### config.mk
export PLATFORM = sky130hd
export DESIGN_NAME = bp_fe_fetch_queue
export DESIGN_NICKNAME = d
export VERILOG_FILES = /design/src/rtl/bp_fe_fetch_queue.sv
export SDC_FILE = /design/constraint.sdc
export NUM_CORES = 1
export LEC_CHECK = 0
export CORE_MARGIN = 2
export CORE_UTILIZATION = 45
export CTS_CLUSTER_DIAMETER = 30
export DETAILED_ROUTE_END_ITERATION = 10
export PLACE_DENSITY = 0.74
export SYNTH_ARGS = -nofsm -noshare
export SYNTH_HDL_FRONTEND = slang
export SYNTH_SLANG_ARGS = --single-unit
### constraint.sdc
create_clock -name clk_i -period 4.9 [get_ports clk_i]
set_input_delay 0.98 -clock clk_i [delete_from_list [all_inputs] [get_ports clk_i]]
set_output_delay 0.98 -clock clk_i [all_outputs]
set_load 0.02 [all_outputs]
### src/rtl/bp_fe_fetch_queue.sv
// bp_fe_fetch_queue: FE-to-BE packet FIFO with flush, PC sign-extension and misalignment tag
module bp_fe_fetch_queue #(
  parameter int vaddr_width_p = 22,
  parameter int eaddr_width_p = 64,
  parameter int instr_width_p = 32,
  parameter int els_p = 8
) (
  input  logic                       clk_i,
  input  logic                       reset_i,
  input  logic                       flush_i,
  input  logic                       fe_v_i,
  input  logic [vaddr_width_p-1:0]   fe_pc_i,
  input  logic [instr_width_p-1:0]   fe_instr_i,
  output logic                       fe_ready_o,
  output logic                       fe_queue_v_o,
  output logic [eaddr_width_p-1:0]   fe_queue_pc_o,
  output logic [instr_width_p-1:0]   fe_queue_instr_o,
  output logic                       fe_queue_misaligned_o,
  input  logic                       fe_queue_yumi_i,
  output logic [$clog2(els_p+1)-1:0] count_o
);
  localparam int ptr_w = $clog2(els_p);
  localparam int cnt_w = $clog2(els_p+1);
  logic [vaddr_width_p+instr_width_p-1:0] mem [els_p];
  logic [ptr_w-1:0] rd_ptr, wr_ptr;
  logic [cnt_w-1:0] count;
  logic push, pop;
  logic [vaddr_width_p-1:0] head_pc;
  logic [instr_width_p-1:0] head_instr;
  assign fe_ready_o = ~reset_i & (count != cnt_w'(els_p));
  assign fe_queue_v_o = count != '0;
  assign push = fe_v_i & fe_ready_o;
  assign pop = fe_queue_yumi_i & fe_queue_v_o;
  assign count_o = count;
  assign {head_pc, head_instr} = mem[rd_ptr];
  assign fe_queue_pc_o = fe_queue_v_o ? {{(eaddr_width_p-vaddr_width_p){head_pc[vaddr_width_p-1]}}, head_pc} : '0;
  assign fe_queue_instr_o = fe_queue_v_o ? head_instr : '0;
  assign fe_queue_misaligned_o = fe_queue_v_o & (|head_pc[1:0]);
  always_ff @(posedge clk_i or posedge reset_i)
    if (reset_i) begin
      rd_ptr <= '0;
      wr_ptr <= '0;
      count <= '0;
    end else if (flush_i) begin
      rd_ptr <= '0;
      wr_ptr <= '0;
      count <= '0;
    end else begin
      rd_ptr <= rd_ptr + ptr_w'(pop);
      wr_ptr <= wr_ptr + ptr_w'(push);
      count <= count + cnt_w'(push) - cnt_w'(pop);
    end
  always_ff @(posedge clk_i)
    if (push & ~flush_i) mem[wr_ptr] <= {fe_pc_i, fe_instr_i};
  always @(posedge clk_i)
    if (!reset_i) assert (!(fe_queue_yumi_i && !fe_queue_v_o));
endmodule

==> results_dict.tcl, run 1 <==
set metrics [dict create \
    vdd_drop_max_uv 327.6 \
    final_hold_viol_count 0 \
    yosys_warnings 0 \
    antennaDiodeCount 0 \
    critPathKind "reg -> out" \
    vias_per_cell 5.302 \
    cp.required_ns 3.92 \
    synth_cells 794 \
    nets 1040 \
    core_sq_um 37760 \
    drc 0 \
    postCtsHoldBufs 0 \
    fin_setup_tns_ns 0 \
    placed_area_sq_um 19320 \
    drive_gt1_share_pct 24.54 \
    r2r-start "count_o[2]" \
    firstDrtPassIters 5 \
    routabilityCongestion 0.6978 \
    io_pins 162 \
    path_clk_slew_ns 0.05 \
    die_x_um 200.1 \
    syn_to_final_growth_pct 25.50 \
    synth_cell_types 24 \
    final_common_cell "edfxtp_1" \
    hp-start "wr_ptr[0]" \
    fill_cells 2698 \
    drt_iter0_markers 614 \
    status "complete, no violations" \
    max_clock_freq_mhz 229.2 \
    cp-start-kind "flop" \
    antenna_found_initial 0 \
    finalCriticalPeriod_ns 4.363 \
    maxSlewViolCount 0 \
    rsz0062_at_grt "false" \
    hpwl_um 19000 \
    maxCapViolations 0 \
    die-area_sq_um 40020 \
    fin_crit_sh_pct 89.05 \
    initial_utilization_pct 45.82 \
    tightest_slew_ns 1.088 \
    postRouteAntennaNets 0 \
    finalSetupViolCount 0 \
    numCtsBuffers 74 \
    cts_setup_buffers 0 \
    maxSlewHeadroom_pct 27.46 \
    routedWlPerCell_um 22.45 \
    root_buffer "clkbuf_16" \
    grt_max_degree 80 \
    die_h_um 200.1 \
    startpoint "rd_ptr[1]" \
    rows 71 \
    finClkSkew_ns 0.02121 \
    clock-sinks 442 \
    numPortBuffers 161 \
    hp-class "reg -> reg" \
    dp_cells 1404 \
    grt_pass1_wl_um 52050 \
    clk_latency_ns 0.57 \
    power_density_nw_per_um2 579.9 \
    syn_nets 864 \
    grt_remaining_overflow 0 \
    arrival_ns 3.38 \
    ys_ff_latch 442 \
    leakagePower_uw 0.006844 \
    vias 8154 \
    syn_area_per_cell_sq_um 21.79 \
    final_cell_mix "edfxtp_1 (432), clkdlybuf4s50_1 (161), mux4_2 (108), clkbuf_16 (75), nor2_1 (59)" \
    cts_resized 0 \
    tritoncts "built" \
    critPathMaxFanout 32 \
    worstSetupEndpointType "output port" \
    cts_max_level 3 \
    wirelength_um 34530 \
    clock_path_buffers 3 \
    netlist_area_sq_um 17300 \
    grtUsageTotal_pct 17.77 \
    grt_pass1_vias 8670 \
    instances_no_fill 1538 \
    fin_area_sq_um 21710 \
    ys_seq_area_share_pct 76.44 \
]
-- area by class of cell --
cell class / count / area [sq um] / area share (%)
Inverter: 8 / 30.03 / 0.1383
Multi-Input combinational cell: 264 / 3605 / 16.60
Tap cell: 511 / 639.4 / 2.945
Clock buffer: 87 / 1922 / 8.852
Timing Repair Buffer: 180 / 1821 / 8.386
Sequential cell: 442 / 13230 / 60.96
Clock inverter: 46 / 459.2 / 2.115
-- worst max-delay path, stage by stage (launching register included) --
cell             delay (ns)
dfrtp_4                0.73
buf_4                  0.47
mux4_2                 0.29
nor2_1                 0.05
a211oi_1               0.53
clkdlybuf4s50_1        0.72
-- where the power goes --
group / switching, uW / internal, uW / total (uW)
clock: 1730 / 3140 / 4870
combinational: 1770 / 1660 / 3430
sequential: 60.7 / 4230 / 4290
total: 3570 / 9020 / 12600
-- cell usage after synthesis --
library cell	number	area [sq um]
a211oi_1	1	7.510
a21o_1	1	7.510
a21oi_1	2	10.01
and2_1	3	18.77
buf_2	16	80.08
buf_4	42	315.3
buf_6	3	33.78
buf_8	1	15.01
clkbuf_1	18	67.56
dfrtp_1	10	250.2
edfxtp_1	432	12970
fa_1	1	20.02
ha_1	10	125.1
inv_1	8	30.03
mux2i_1	54	540.5
mux4_2	108	2432
nand2_1	1	3.750
nand2b_1	2	12.51
nand4b_1	1	8.760
nand4bb_1	1	11.26
nor2_1	66	247.7
nor2b_1	6	37.54
nor3_1	3	15.01
xnor2_1	4	35.03
-- layer usage --
layer  vias to the layer above  track usage (%)  routed length [um]
met5                         -                0                   0
met4                         0            5.706                 643
li1                       3560                -                   -
met1                      4232            23.97               14580
met3                        61            3.881                2441
met2                       301            29.15               16870
-- metrics by stage --
stage,power (uW),hold WS [ns],utilization [%],setup WS [ns]
after global placement,7801,0.6139,51.16,1.015
after detailed placement,7838,0.6538,51.16,0.9654
after global routing,13110,0.7192,57.50,0.4086
after CTS,12730,0.6671,57.47,0.3576
final,12590,0.6564,57.50,0.5367
after floorplan,6701,0.5799,-,0.4028
-- kinds of logic (layout without fill, tap and decap cells) --
group,Yosys count,in the layout,share of synthesized area [%]
simple gates,83,83,2.054
xor+xnor,4,4,0.2025
compound gates,4,4,0.1447
fa+ha+maj,11,11,0.8391
flops,442,442,76.44
mux,162,162,17.19
buf+inv,88,321,3.132
-- state kept, by name (all words and copies together), names as in the netlist --
register and cells:
count_o 4, mem 432, rd_ptr 3, wr_ptr 3
-- worst paths after layout --
path / endpoint / depth (start not counted) / slack [ns]
setup / recovery: fe_queue_misaligned_o / 5 / 0.54
hold reg to reg: wr_ptr[0] / 2 / 0.66
min in group asynchronous: rd_ptr[0] / 2 / 0.75
setup reg to reg: count_o[2] / 12 / 1.86
hold / removal: wr_ptr[0] / 2 / 0.66
max in group asynchronous: rd_ptr[1] / 2 / 3.82
No activity file was read; power rests on OpenSTA's default activity.
==> run 2, diff against run 1 <==
--- a/config.mk
+++ b/config.mk
@@ -10,6 +10,7 @@
 export CTS_CLUSTER_DIAMETER = 30
 export DETAILED_ROUTE_END_ITERATION = 10
 export PLACE_DENSITY = 0.74
+export RECOVER_POWER = 100
 export SYNTH_ARGS = -nofsm -noshare
 export SYNTH_HDL_FRONTEND = slang
 export SYNTH_SLANG_ARGS = --single-unit
==> run 2 against run 1 <==
Net effect: the flow now finishes with violations (capacitance limit, slew limit); cell area decreased by 0.29%; final cell count unchanged; core utilization fell by 0.17 points; sequential cell count unchanged; critical endpoint is now fe_queue_pc_o[4]; largest power group unchanged.
==> results_dict.tcl, run 2 (synthesized netlist as in run 1, its figures left out) <==
set metrics [dict create \
    hpwl_um 19000 \
    internal_power_uw 8845 \
    grt_pass1_vias 8670 \
    tightest_slew_ns 2.362 \
    grt_remaining_overflow 0 \
    largest_reg_flops 432 \
    cts_setup_buffers 0 \
    maxCapViolations 6 \
    leakagePower_uw 0.006985 \
    maxSlewViolCount 152 \
    tritoncts "built" \
    final_common_cell "edfxtp_1" \
    worstSetupEndpointType "output port" \
    utilization_pct 57.33 \
    final_cell_mix "edfxtp_1 (432), dlygate4sd3_1 (150), mux4_2 (108), clkbuf_16 (75), nor2_1 (64)" \
    combPwrFrac_pct 26.1 \
    power_density_nw_per_um2 572.1 \
    placed_area_sq_um 19320 \
    nets 1040 \
    cp-start-kind "flop" \
    worstRegToRegCells 6 \
    vdd_drop_max_uv 318.7 \
    cp.required_ns 3.92 \
    fin_area_sq_um 21650 \
    core_sq_um 37760 \
    drc 0 \
    grt_pass1_wl_um 52050 \
    postCtsHoldBufs 0 \
    clock_path_buffers 3 \
    hp-class "reg -> reg" \
    grt_max_degree 80 \
    die-area_sq_um 40020 \
    finalCriticalPeriod_ns 4.493 \
    root_buffer "clkbuf_16" \
    wirelength_um 34530 \
    routabilityCongestion 0.6978 \
    rows 71 \
    clock-sinks 442 \
    routedWlPerCell_um 22.45 \
    vias 8161 \
    drive_gt1_share_pct 23.76 \
    initial_utilization_pct 45.82 \
    fin_crit_sh_pct 91.70 \
    power.total_uw 12380 \
    max_clock_freq_mhz 222.6 \
    rsz0062_at_grt "false" \
    io_pins 162 \
    multiInputGateArea_sq_um 3556 \
    die_x_um 200.1 \
    fill_cells 2710 \
    postRouteAntennaNets 0 \
    top_register "mem" \
    antennaDiodeCount 0 \
    firstDrtPassIters 5 \
    vias_per_cell 5.306 \
    sequentialPowerShare_pct 34.6 \
    p_clk_share_pct 39.3 \
    final_hold_viol_count 0 \
    cts_max_level 3 \
    syn_to_final_growth_pct 25.14 \
    critPathMaxFanout 52 \
    fin_setup_tns_ns 0 \
    p_sw_share_pct 28.58 \
    die_h_um 200.1 \
    grtUsageTotal_pct 17.77 \
    p_sw_uw 3539 \
    critPathKind "reg -> out" \
    status "finished, violations left" \
    finalSetupViolCount 0 \
    drt_iter0_markers 630 \
    numCtsBuffers 74 \
    finClkSkew_ns 0.01975 \
    cts_resized 0 \
    numPortBuffers 161 \
    arrival_ns 3.51 \
    maxSlewHeadroom_pct -58.07 \
    ff_latch_area_sq_um 13230 \
    clk_latency_ns 0.57 \
    antenna_found_initial 1 \
    hold_depth 2 \
    violations "capacitance limit, slew limit" \
    path_clk_slew_ns 0.05 \
]
-- run 2: power by group through the flow --
stage,combinational (uW),clock [uW],sequential (uW)
after floorplan,2370,0,4330
after global placement,3440,0,4360
after detailed placement,3480,0,4360
after CTS,3500,4940,4290
after global routing,3490,5120,4290
final,3230,4860,4290
-- run 2: worst max-delay path: stages (launching register included) --
cell	delay [ns]
dfrtp_4	0.72
clkbuf_4	0.82
mux4_2	0.45
mux2i_1	0.16
nor2_1	0.07
dlygate4sd3_1	0.70
-- run 2: layout make-up --
cell class,instances,area share [%]
well taps,511,2.954
multi-input cells,264,16.43
repair buffers,180,8.341
flip-flops and latches,442,61.14
clock buffers,87,8.879
inverters,8,0.1387
clock inverters,46,2.121
-- run 2: metal layers --
metal	global-route usage, %	share of wire (%)	vias up	routed length [um]
met4	5.706	2.0	0	675
met3	3.881	6.3	62	2178
met1	23.97	43	4258	14800
met5	0	0	-	0
li1	-	-	3567	-
met2	29.15	49	274	16870
-- run 2: worst paths after layout --
kind,start,to,slack (ns)
max,rd_ptr[1],fe_queue_pc_o[4],0.41
min,wr_ptr[0],wr_ptr[0],0.65
max reg2reg,count_o[2],mem[3][18],0.91
min reg2reg,wr_ptr[0],wr_ptr[0],0.65
max in group asynchronous,reset_i,rd_ptr[1],3.68
min in group asynchronous,reset_i,rd_ptr[0],0.89
-- run 2: metrics by stage --
| step | hold slack (ns) | setup slack, ns | cells |
|---|---|---|---|
| after global placement | 0.6139 | 1.015 | 1404 |
| after floorplan | 0.5799 | 0.4028 | 794 |
| after CTS | 0.6671 | 0.3576 | 1537 |
| final | 0.6521 | 0.4068 | 1538 |
| after global routing | 0.7147 | 0.2513 | 1538 |
| after detailed placement | 0.6538 | 0.9654 | 1404 |
==> run 3, diff against run 2 <==
--- a/config.mk
+++ b/config.mk
@@ -5,6 +5,7 @@
 export SDC_FILE = /design/constraint.sdc
 export NUM_CORES = 1
 export LEC_CHECK = 0
+export CORE_ASPECT_RATIO = 0.5
 export CORE_MARGIN = 2
 export CORE_UTILIZATION = 45
 export CTS_CLUSTER_DIAMETER = 30
==> run 3 against run 2 <==
Net effect: the run still ends with capacitance limit, slew limit left; core utilization is 1.0 points lower; clock power down 14%; sequential cell count is the same; sequential power increased by 1%; clock skew is 0.0076 ns higher; global-route usage fell by 0.40 points; power shrank 5.1%; combinational power about the same; first-iteration DRC count grew 4.3%.
==> results_dict.tcl, run 3 (synthesized netlist as in run 1, its figures left out) <==
set metrics [dict create \
    die_h_um 142.6 \
    power_density_nw_per_um2 554.2 \
    dp_cells 1414 \
    status "finished, violations left" \
    fin_crit_sh_pct 92.72 \
    firstDrtPassIters 5 \
    die_x_um 281.3 \
    path_clk_slew_ns 0.05 \
    drt_iter0_markers 657 \
    fin_setup_tns_ns 0 \
    gr-usage-met3_pct 2.863 \
    fin_area_sq_um 21200 \
    utilization_pct 56.29 \
    instances_no_fill 1518 \
    grtUsageMet1_pct 21.11 \
    root_buffer "clkbuf_16" \
    r2r_end "mem[7][27]" \
    final_hold_viol_count 0 \
    hp-start "wr_ptr[0]" \
    placed_area_sq_um 19400 \
    cts_setup_buffers 0 \
    wirelength_um 34480 \
    drive_gt1_share_pct 22.19 \
    worstSetupEndpointType "output port" \
    final_cell_mix "edfxtp_1 (432), dlygate4sd3_1 (133), mux4_2 (108), nor2_1 (63), clkbuf_16 (57)" \
    postRouteAntennaNets 0 \
    critPathKind "reg -> out" \
    cp.required_ns 3.92 \
    numPortBuffers 161 \
    postCtsHoldBufs 0 \
    hp-class "reg -> reg" \
    die-area_sq_um 40120 \
    clock-sinks 442 \
    grt_remaining_overflow 0 \
    routedWlPerCell_um 22.72 \
    tritoncts "built" \
    antenna_found_initial 2 \
    core_sq_um 37660 \
    vias_per_cell 5.350 \
    max_clock_freq_mhz 220.1 \
    cts_resized 0 \
    tightest_slew_ns 1.878 \
    routabilityCongestion 0.7125 \
    grtUsageTotal_pct 17.38 \
    r2r_setup_slack_ns 0.88 \
    arrival_ns 3.56 \
    violations "capacitance limit, slew limit" \
    hpwl_um 18140 \
    finalCriticalPeriod_ns 4.543 \
    io_pins 162 \
    grt_max_degree 55 \
    top_usage_layer "met2" \
    r2r-start "count_o[2]" \
    worstRegToRegCells 6 \
    grt_pass1_wl_um 51740 \
    numCtsBuffers 55 \
    critPathMaxFanout 46 \
    finalSetupViolCount 0 \
    worstHoldEndpoint "wr_ptr[0]" \
    largest_reg_flops 432 \
    top_register "mem" \
    final_common_cell "edfxtp_1" \
    leakagePower_uw 0.006751 \
    maxCapViolations 7 \
    rows 50 \
    rsz0062_at_grt "false" \
    hold_depth 2 \
    maxSlewHeadroom_pct -25.21 \
    maxSlewViolCount 276 \
    vdd_drop_max_uv 261.7 \
    cts_max_level 2 \
    clock_path_buffers 3 \
    syn_to_final_growth_pct 22.56 \
    initial_utilization_pct 45.93 \
    finClkSkew_ns 0.02731 \
    vias 8121 \
    startpoint "count_o[2]" \
    grt_pass1_vias 8559 \
    clk_latency_ns 0.57 \
    nets 1021 \
    grt.met2_usage_pct 32.15 \
    cp-start-kind "flop" \
    drc 0 \
]
-- run 3: cell types whose count changed in the layout (fill, tap and decap cells not counted), moves of 4 or more --
cell,delta
clkdlybuf4s50_1,+17
clkinv_1,-4
clkbuf_1,-5
dlygate4sd3_1,-17
clkbuf_16,-18
-- run 3: area by class of cell --
cell class	count	area, sq um
Antenna cell	2	5.005
Timing Repair Buffer	180	1794
Sequential cell	442	13230
Multi-Input combinational cell	264	3551
Fill cell	2725	16460
Clock buffer	64	1453
Inverter	8	30.03
Tap cell	520	650.6
Clock inverter	38	483.0
-- run 3: how the worst max path moves through the flow --
stage	to	slack, ns	depth (start not counted)
after floorplan	mem[7][0]	0.40	3
after global placement	fe_queue_instr_o[25]	1.22	5
after detailed placement	fe_queue_pc_o[8]	1.25	5
after CTS	fe_queue_instr_o[24]	0.62	5
after global routing	fe_queue_instr_o[30]	0.24	6
final	fe_queue_pc_o[6]	0.36	6
-- run 3: power by group --
group | switching [uW] | internal (uW)
clock | 1570 | 2620
sequential | 114 | 4220
combinational | 1710 | 1520
-- run 3: routing by layer --
metal  up-vias  wire (um)
met5         -          0
met4         0        726
met3        56       1629
met2       228      18690
met1      4317      13440
li1       3520          -
-- run 3: worst max-delay path, cell delays in order (launching register included) --
cell and delay [ns]:
dfrtp_1 0.38, inv_1 0.11, ha_1 0.15, and2_0 0.68
clkbuf_4 0.80, nor2_1 0.15, dlygate4sd3_1 0.70
-- run 3: metrics by stage --
| step | hold WS (ns) | total power, uW | setup WS, ns |
|---|---|---|---|
| after floorplan | 0.5799 | 6701 | 0.4028 |
| after global placement | 0.6201 | 7813 | 1.218 |
| after detailed placement | 0.6550 | 7866 | 1.246 |
| after CTS | 0.6663 | 12050 | 0.6176 |
| after global routing | 0.6809 | 12180 | 0.2414 |
| final | 0.6557 | 11750 | 0.3568 |
